==> src/rtl/buffet_credit_producer_if.sv <==
// Handshake bundle between a buffet credit producer, its upstream source and the buffet.
// master = producer block side, slave = upstream source / buffet side.
interface buffet_credit_producer_if #(
  parameter int IDX_WIDTH  = 8,
  parameter int DATA_WIDTH = 32
);
  logic [DATA_WIDTH-1:0] in_data;
  logic                  in_valid;
  logic                  in_ready;
  logic [DATA_WIDTH-1:0] push_data;
  logic                  push_data_valid;
  logic                  push_data_ready;
  logic [IDX_WIDTH-1:0]  credit_in;
  logic                  credit_valid;
  logic                  credit_ready;

  modport master (
    input  in_data, in_valid, push_data_ready, credit_in, credit_valid,
    output in_ready, push_data, push_data_valid, credit_ready
  );

  modport slave (
    output in_data, in_valid, push_data_ready, credit_in, credit_valid,
    input  in_ready, push_data, push_data_valid, credit_ready
  );
endinterface

==> src/rtl/buffet_credit_producer.sv <==
// Producer endpoint of the buffet credit protocol: fetches absolute free-space snapshots
// and forwards upstream words as buffet fills only while local credit remains.
module buffet_credit_producer #(
  parameter int IDX_WIDTH     = 8,
  parameter int DATA_WIDTH    = 32,
  parameter int SETTLE_CYCLES = 4
) (
  input  logic                     clk,
  input  logic                     nreset_i,
  buffet_credit_producer_if.master bus,
  input  logic                     refresh_i,
  output logic [IDX_WIDTH-1:0]     credit_count,
  output logic                     busy
);

  typedef enum logic [1:0] {REQ = 2'd0, SEND = 2'd1, SETTLE = 2'd2} state_t;

  state_t                state;
  logic [3:0]            settle_cnt;
  logic                  refresh_pending;
  logic [DATA_WIDTH-1:0] push_data_q;
  logic                  push_valid_q;

  logic fire, out_free, accept, send_done;

  assign fire      = push_valid_q && bus.push_data_ready;
  assign out_free  = !push_valid_q || bus.push_data_ready;
  assign send_done = ((credit_count == '0) || refresh_pending) && out_free;

  assign bus.credit_ready    = (state == REQ);
  assign bus.in_ready        = (state == SEND) && (credit_count != '0) && !refresh_pending && out_free;
  assign accept              = bus.in_valid && bus.in_ready;
  assign bus.push_data       = push_data_q;
  assign bus.push_data_valid = push_valid_q;
  assign busy                = (state != REQ) || push_valid_q;

  always_ff @(posedge clk or negedge nreset_i) begin
    if (!nreset_i) begin
      state           <= REQ;
      credit_count    <= '0;
      settle_cnt      <= '0;
      refresh_pending <= 1'b0;
      push_data_q     <= '0;
      push_valid_q    <= 1'b0;
    end else begin
      // A refresh while requesting is moot: the snapshot being taken is already fresh.
      if (refresh_i && state != REQ) refresh_pending <= 1'b1;
      case (state)
        REQ: begin
          if (bus.credit_valid) begin
            credit_count <= bus.credit_in;
            if (bus.credit_in != '0) begin
              state <= SEND;
            end else begin
              state      <= SETTLE;
              settle_cnt <= 4'(SETTLE_CYCLES - 1);
            end
          end
        end
        SEND: begin
          if (accept) begin
            push_data_q  <= bus.in_data;
            push_valid_q <= 1'b1;
            credit_count <= credit_count - IDX_WIDTH'(1);
          end else if (fire) begin
            push_valid_q <= 1'b0;
          end
          // Leave only once no fill is in flight, so the next snapshot is exact.
          if (send_done) begin
            state      <= SETTLE;
            settle_cnt <= 4'(SETTLE_CYCLES - 1);
          end
        end
        SETTLE: begin
          if (settle_cnt == '0) begin
            state           <= REQ;
            credit_count    <= '0;
            refresh_pending <= 1'b0;
          end else begin
            settle_cnt <= settle_cnt - 4'd1;
          end
        end
        default: state <= REQ;
      endcase
    end
  end

endmodule

==> src/flat_wrapper.sv <==
// flat-port wrapper written by rule: the top's interface ports become plain ports
module buffet_credit_producer_flat 
#(
  parameter int IDX_WIDTH     = 8,
  parameter int DATA_WIDTH    = 32,
  parameter int SETTLE_CYCLES = 4
)
  (clk, nreset_i, refresh_i, credit_count, busy, bus_in_data, bus_in_valid, bus_push_data_ready, bus_credit_in, bus_credit_valid, bus_in_ready, bus_push_data, bus_push_data_valid, bus_credit_ready);
  buffet_credit_producer_if #(.IDX_WIDTH(IDX_WIDTH), .DATA_WIDTH(DATA_WIDTH)) bus_i ();
  input  logic clk;
  input  logic nreset_i;
  input  logic refresh_i;
  output logic [IDX_WIDTH-1:0] credit_count;
  output logic busy;
  input wire logic [$bits(bus_i.in_data)-1:0] bus_in_data;
  input wire logic [$bits(bus_i.in_valid)-1:0] bus_in_valid;
  input wire logic [$bits(bus_i.push_data_ready)-1:0] bus_push_data_ready;
  input wire logic [$bits(bus_i.credit_in)-1:0] bus_credit_in;
  input wire logic [$bits(bus_i.credit_valid)-1:0] bus_credit_valid;
  output wire logic [$bits(bus_i.in_ready)-1:0] bus_in_ready;
  output wire logic [$bits(bus_i.push_data)-1:0] bus_push_data;
  output wire logic [$bits(bus_i.push_data_valid)-1:0] bus_push_data_valid;
  output wire logic [$bits(bus_i.credit_ready)-1:0] bus_credit_ready;
  assign bus_i.in_data = bus_in_data;
  assign bus_i.in_valid = bus_in_valid;
  assign bus_i.push_data_ready = bus_push_data_ready;
  assign bus_i.credit_in = bus_credit_in;
  assign bus_i.credit_valid = bus_credit_valid;
  assign bus_in_ready = bus_i.in_ready;
  assign bus_push_data = bus_i.push_data;
  assign bus_push_data_valid = bus_i.push_data_valid;
  assign bus_credit_ready = bus_i.credit_ready;
  buffet_credit_producer #(.IDX_WIDTH(IDX_WIDTH), .DATA_WIDTH(DATA_WIDTH), .SETTLE_CYCLES(SETTLE_CYCLES)) u_core (.clk(clk), .nreset_i(nreset_i), .bus(bus_i), .refresh_i(refresh_i), .credit_count(credit_count), .busy(busy));
endmodule
==> config.mk <==
export PLATFORM = sky130hd
export DESIGN_NAME = buffet_credit_producer_flat
export DESIGN_NICKNAME = d
export VERILOG_FILES = /design/src/rtl/buffet_credit_producer_if.sv /design/src/rtl/buffet_credit_producer.sv /design/src/flat_wrapper.sv
export SDC_FILE = /design/constraint.sdc
export NUM_CORES = 1
export LEC_CHECK = 0
export CAP_MARGIN = 20
export CORE_UTILIZATION = 44
export CTS_CLUSTER_SIZE = 25
export DETAILED_ROUTE_END_ITERATION = 12
export GPL_ROUTABILITY_DRIVEN = 0
export GPL_TIMING_DRIVEN = 0
export PLACE_DENSITY = 0.89
export RECOVER_POWER = 100
export SLEW_MARGIN = 10
export SYNTH_ARGS = -nofsm -noshare
export SYNTH_HDL_FRONTEND = slang
export SYNTH_SLANG_ARGS = --single-unit
export TNS_END_PERCENT = 5
==> constraint.sdc <==
create_clock -name clk -period 2.1 [get_ports clk]
set_input_delay 0.42 -clock clk [delete_from_list [all_inputs] [get_ports clk]]
set_output_delay 0.42 -clock clk [all_outputs]
set_load 0.02 [all_outputs]
==> results <==
where the power goes:
group | total (W) | internal (W) | switching (W)
registers | 0.00149 | 0.00126 | 0.000231
logic | 0.00249 | 0.00124 | 0.00125
clock network | 0.000580 | 0.000267 | 0.000313
total | 0.00456 | 0.00277 | 0.00180
kinds of logic after synthesis:
group                    after synthesis  synth area share (%)
buffers and inverters                 22                 4.074
AND/OR/NAND/NOR                       37                 9.451
flip-flops                            48                 52.15
AO/OA/AOI/OAI                         22                 7.333
multiplexers                          41                 20.91
XOR/XNOR                               6                 2.282
adder cells (fa/ha/maj)                7                 3.802
flip-flops by register name (all words and copies together), names as in the netlist:
register                    cells
u_core.bus.push_data           32
u_core.bus.push_data_valid      1
u_core.credit_count             8
u_core.refresh_pending          1
u_core.settle_cnt               4
u_core.state                    2
worst register-to-register path, stage by stage (launching register included):
cell	delay, ns
dfrtp_1	0.41
inv_1	0.07
ha_2	0.18
or3b_4	0.38
a21o_1	0.20
a211o_1	0.29
buf_6	0.15
mux2_4	0.30
per-layer routing:
metal | wire [um] | part of all wire (%)
met5 | 0 | 0
met1 | 2085 | 39
met3 | 272 | 5.1
met2 | 2787 | 53
met4 | 140 | 2.6
final timing paths:
| kind | startpoint | end | slack, ns |
|---|---|---|---|
| worst max-delay path | u_core.settle_cnt[1] | u_core.credit_count[6] | 0.02 |
| min in group clk | u_core.bus.push_data[15] | u_core.bus.push_data[15] | 0.50 |
| worst max register to register | u_core.settle_cnt[1] | u_core.credit_count[6] | 0.02 |
| worst min register to register | u_core.bus.push_data[15] | u_core.bus.push_data[15] | 0.50 |
| worst min-delay path | nreset_i | u_core.bus.push_data[26] | 0.12 |
| max in group asynchronous | nreset_i | u_core.credit_count[2] | 0.65 |
per-stage QoR:
| step | setup WS, ns | hold slack [ns] | setup TNS, ns |
|---|---|---|---|
| 6_report | 0.02029 | 0.1222 | 0 |
| 5_1_grt | -0.06131 | 0.1939 | -0.3273 |
| 4_1_cts | -0.04795 | 0.0005189 | -0.04795 |
| 3_5_place_dp | -0.2280 | 0.3360 | -0.6908 |
| 3_3_place_gp | -0.7481 | 0.4863 | -36.46 |
| 2_1_floorplan | 0.08621 | 0.1244 | 0 |
timing repair:
item,CTS,global route
pin swaps,1,4
setup buffers,2,3
setup endpoints to repair,3,7
gates resized for setup,10,5
final cells by class:
| cell class | instances | area, um2 |
|---|---|---|
| Inverter | 16 | 60.06 |
| Sequential cell | 48 | 1204 |
| Fill cell | 387 | 1453 |
| Clock buffer | 6 | 82.58 |
| Buffer | 6 | 37.54 |
| Tap cell | 67 | 83.83 |
| Multi-Input combinational cell | 113 | 1025 |
| Timing Repair Buffer | 95 | 919.6 |
| Clock inverter | 2 | 15.01 |
layout by cell type, fill, tap and decap left out, types with 2 or more instances in the layout:
| master | Yosys | layout |
|---|---|---|
| a21o_1 | 2 | 2 |
| a21oi_1 | 2 | 2 |
| a31oi_1 | 4 | 4 |
| and3_1 | 2 | 2 |
| buf_2 | 3 | 2 |
| buf_4 | 0 | 6 |
| clkbuf_1 | 2 | 2 |
| clkbuf_2 | 0 | 3 |
| clkbuf_8 | 0 | 6 |
| clkdlybuf4s50_1 | 0 | 44 |
| clkinvlp_4 | 0 | 2 |
| dfrtp_1 | 48 | 46 |
| dfrtp_2 | 0 | 2 |
| dlygate4sd2_1 | 0 | 2 |
| dlygate4sd3_1 | 0 | 41 |
| ha_1 | 7 | 5 |
| ha_2 | 0 | 2 |
| inv_1 | 16 | 16 |
| mux2_2 | 33 | 33 |
| mux2_4 | 6 | 6 |
| mux2i_1 | 2 | 2 |
| nand2_1 | 9 | 9 |
| nand2b_1 | 3 | 3 |
| nand3_1 | 2 | 2 |
| nand4_1 | 2 | 2 |
| nor2_1 | 6 | 6 |
| nor2b_1 | 3 | 3 |
| nor3_1 | 3 | 3 |
| nor4_1 | 2 | 2 |
| o22ai_1 | 5 | 5 |
| xnor2_1 | 3 | 3 |
| xor2_1 | 3 | 3 |
==> flow_summary.ini <==
[power_and_ir_drop]
leakagePower_nw = 1.671
vdd_drop_max_uv = 825.1
finalPower_w = 0.004564
power_density_nw_per_um2 = 1332

[cts]
clkTransAtPathRegs_ns = 0.08
htreeDepth = 2
cts_root_buffer = clkbuf_8
cts_tree = yes
cts_hold_buf = 0
cts_buffer_depth = 2
cts_made_buffers = 5
cts.sinks = 48
clock_latency_ns = 0.31

[worst_setup_path]
cp_num_buf_inv = 2
slowest_stage = dfrtp_1
crit_path_start_kind = flip-flop
crit_chain = inv_1, ha_2, or3b_4, a21o_1, a211o_1, buf_6, mux2_4
r2r_cells = 7
crit_required_ns = 2.29
endpoint_kind = flip-flop
worst_path_largest_cell_delay_ns = 0.41
crit_cells = 7
path_class = reg2reg
path_max_fanout = 8
path_delay_family = compound AO/OA/AOI/OAI gates
arrival_ns = 2.27

[global_route]
met1_usage_pct = 24.23
grtUsageMet3_pct = 4.065
antenna_found_initial = 0
grt_pass1_wl_um = 8493
overflow = 0
use_met2_pct = 36.36
track_usage_pct = 20.79
grt_max_degree = 36
grt-busiest-layer = met2
grt_pass1_vias = 1909

[yosys]
yosysTopAreaCellShare_pct = 52.15
synth.largest_area_cell = dfrtp_1
synth_ff_type = dfrtp_1
synth_common_cells = dfrtp_1 (48), mux2_2 (33), inv_1 (16), nand2_1 (9), ha_1 (7)
ys_seq_area_share_pct = 52.15
syn_avg_cell_area_um2 = 12.59
synth_edf_count = 0
async_flop_share_pct = 100.0
synth_most_common_cell = dfrtp_1
ys_types = 38
netlist_instances = 183
syn_area_um2 = 2303
yosys-top-cells-area = dfrtp_1 (52%), mux2_2 (16%), mux2_4 (3.9%)
ys_seq_elements = 48
yosysWarnings = 0
syn_nets = 236

[finish]
final_area_um2 = 3427
fin_nets = 338
stdcell_count = 353
antenna_cells = 0
final_core_util_pct = 70.23
area_growth_pct = 48.78
drive_above_1_share_pct = 23.78

[timing]
tightest_slew_ns = 0.8542
min_period_ns = 2.080
finClkSkew_ns = 0.01295
fmax_ghz = 0.4808
post-route-period-util_pct = 99.03
hold_viol_final = 0
slew_headroom_pct = 43.05
finalMaxSlewViolations = 0
rsz0062_at_grt = yes
setup_violations = 0

[floorplanning]
die_area_um2 = 5529
die_h_um = 74.36
die_width_um = 74.36
ios = 90
core_um2 = 4880
num_rows = 25
start_util_pct = 47.21

[route]
ant_nets = 0
via_per_inst = 5.110
drt_pass1_iterations = 4
routed_wl_um = 5285
drc_errors = 0
wire_per_inst_um = 14.97
dr.first_iter.drc_count = 86
vias = 1804

[place]
placed_cells = 340
dp_hpwl_um = 3952
io_buffers = 89
placed_area_um2 = 3293

[worst_hold_path]
hp-class = in2async

[job]
drv_cap = 0

[outcome]
status = finished, final reports clean
No activity file was read; power rests on OpenSTA's default activity.
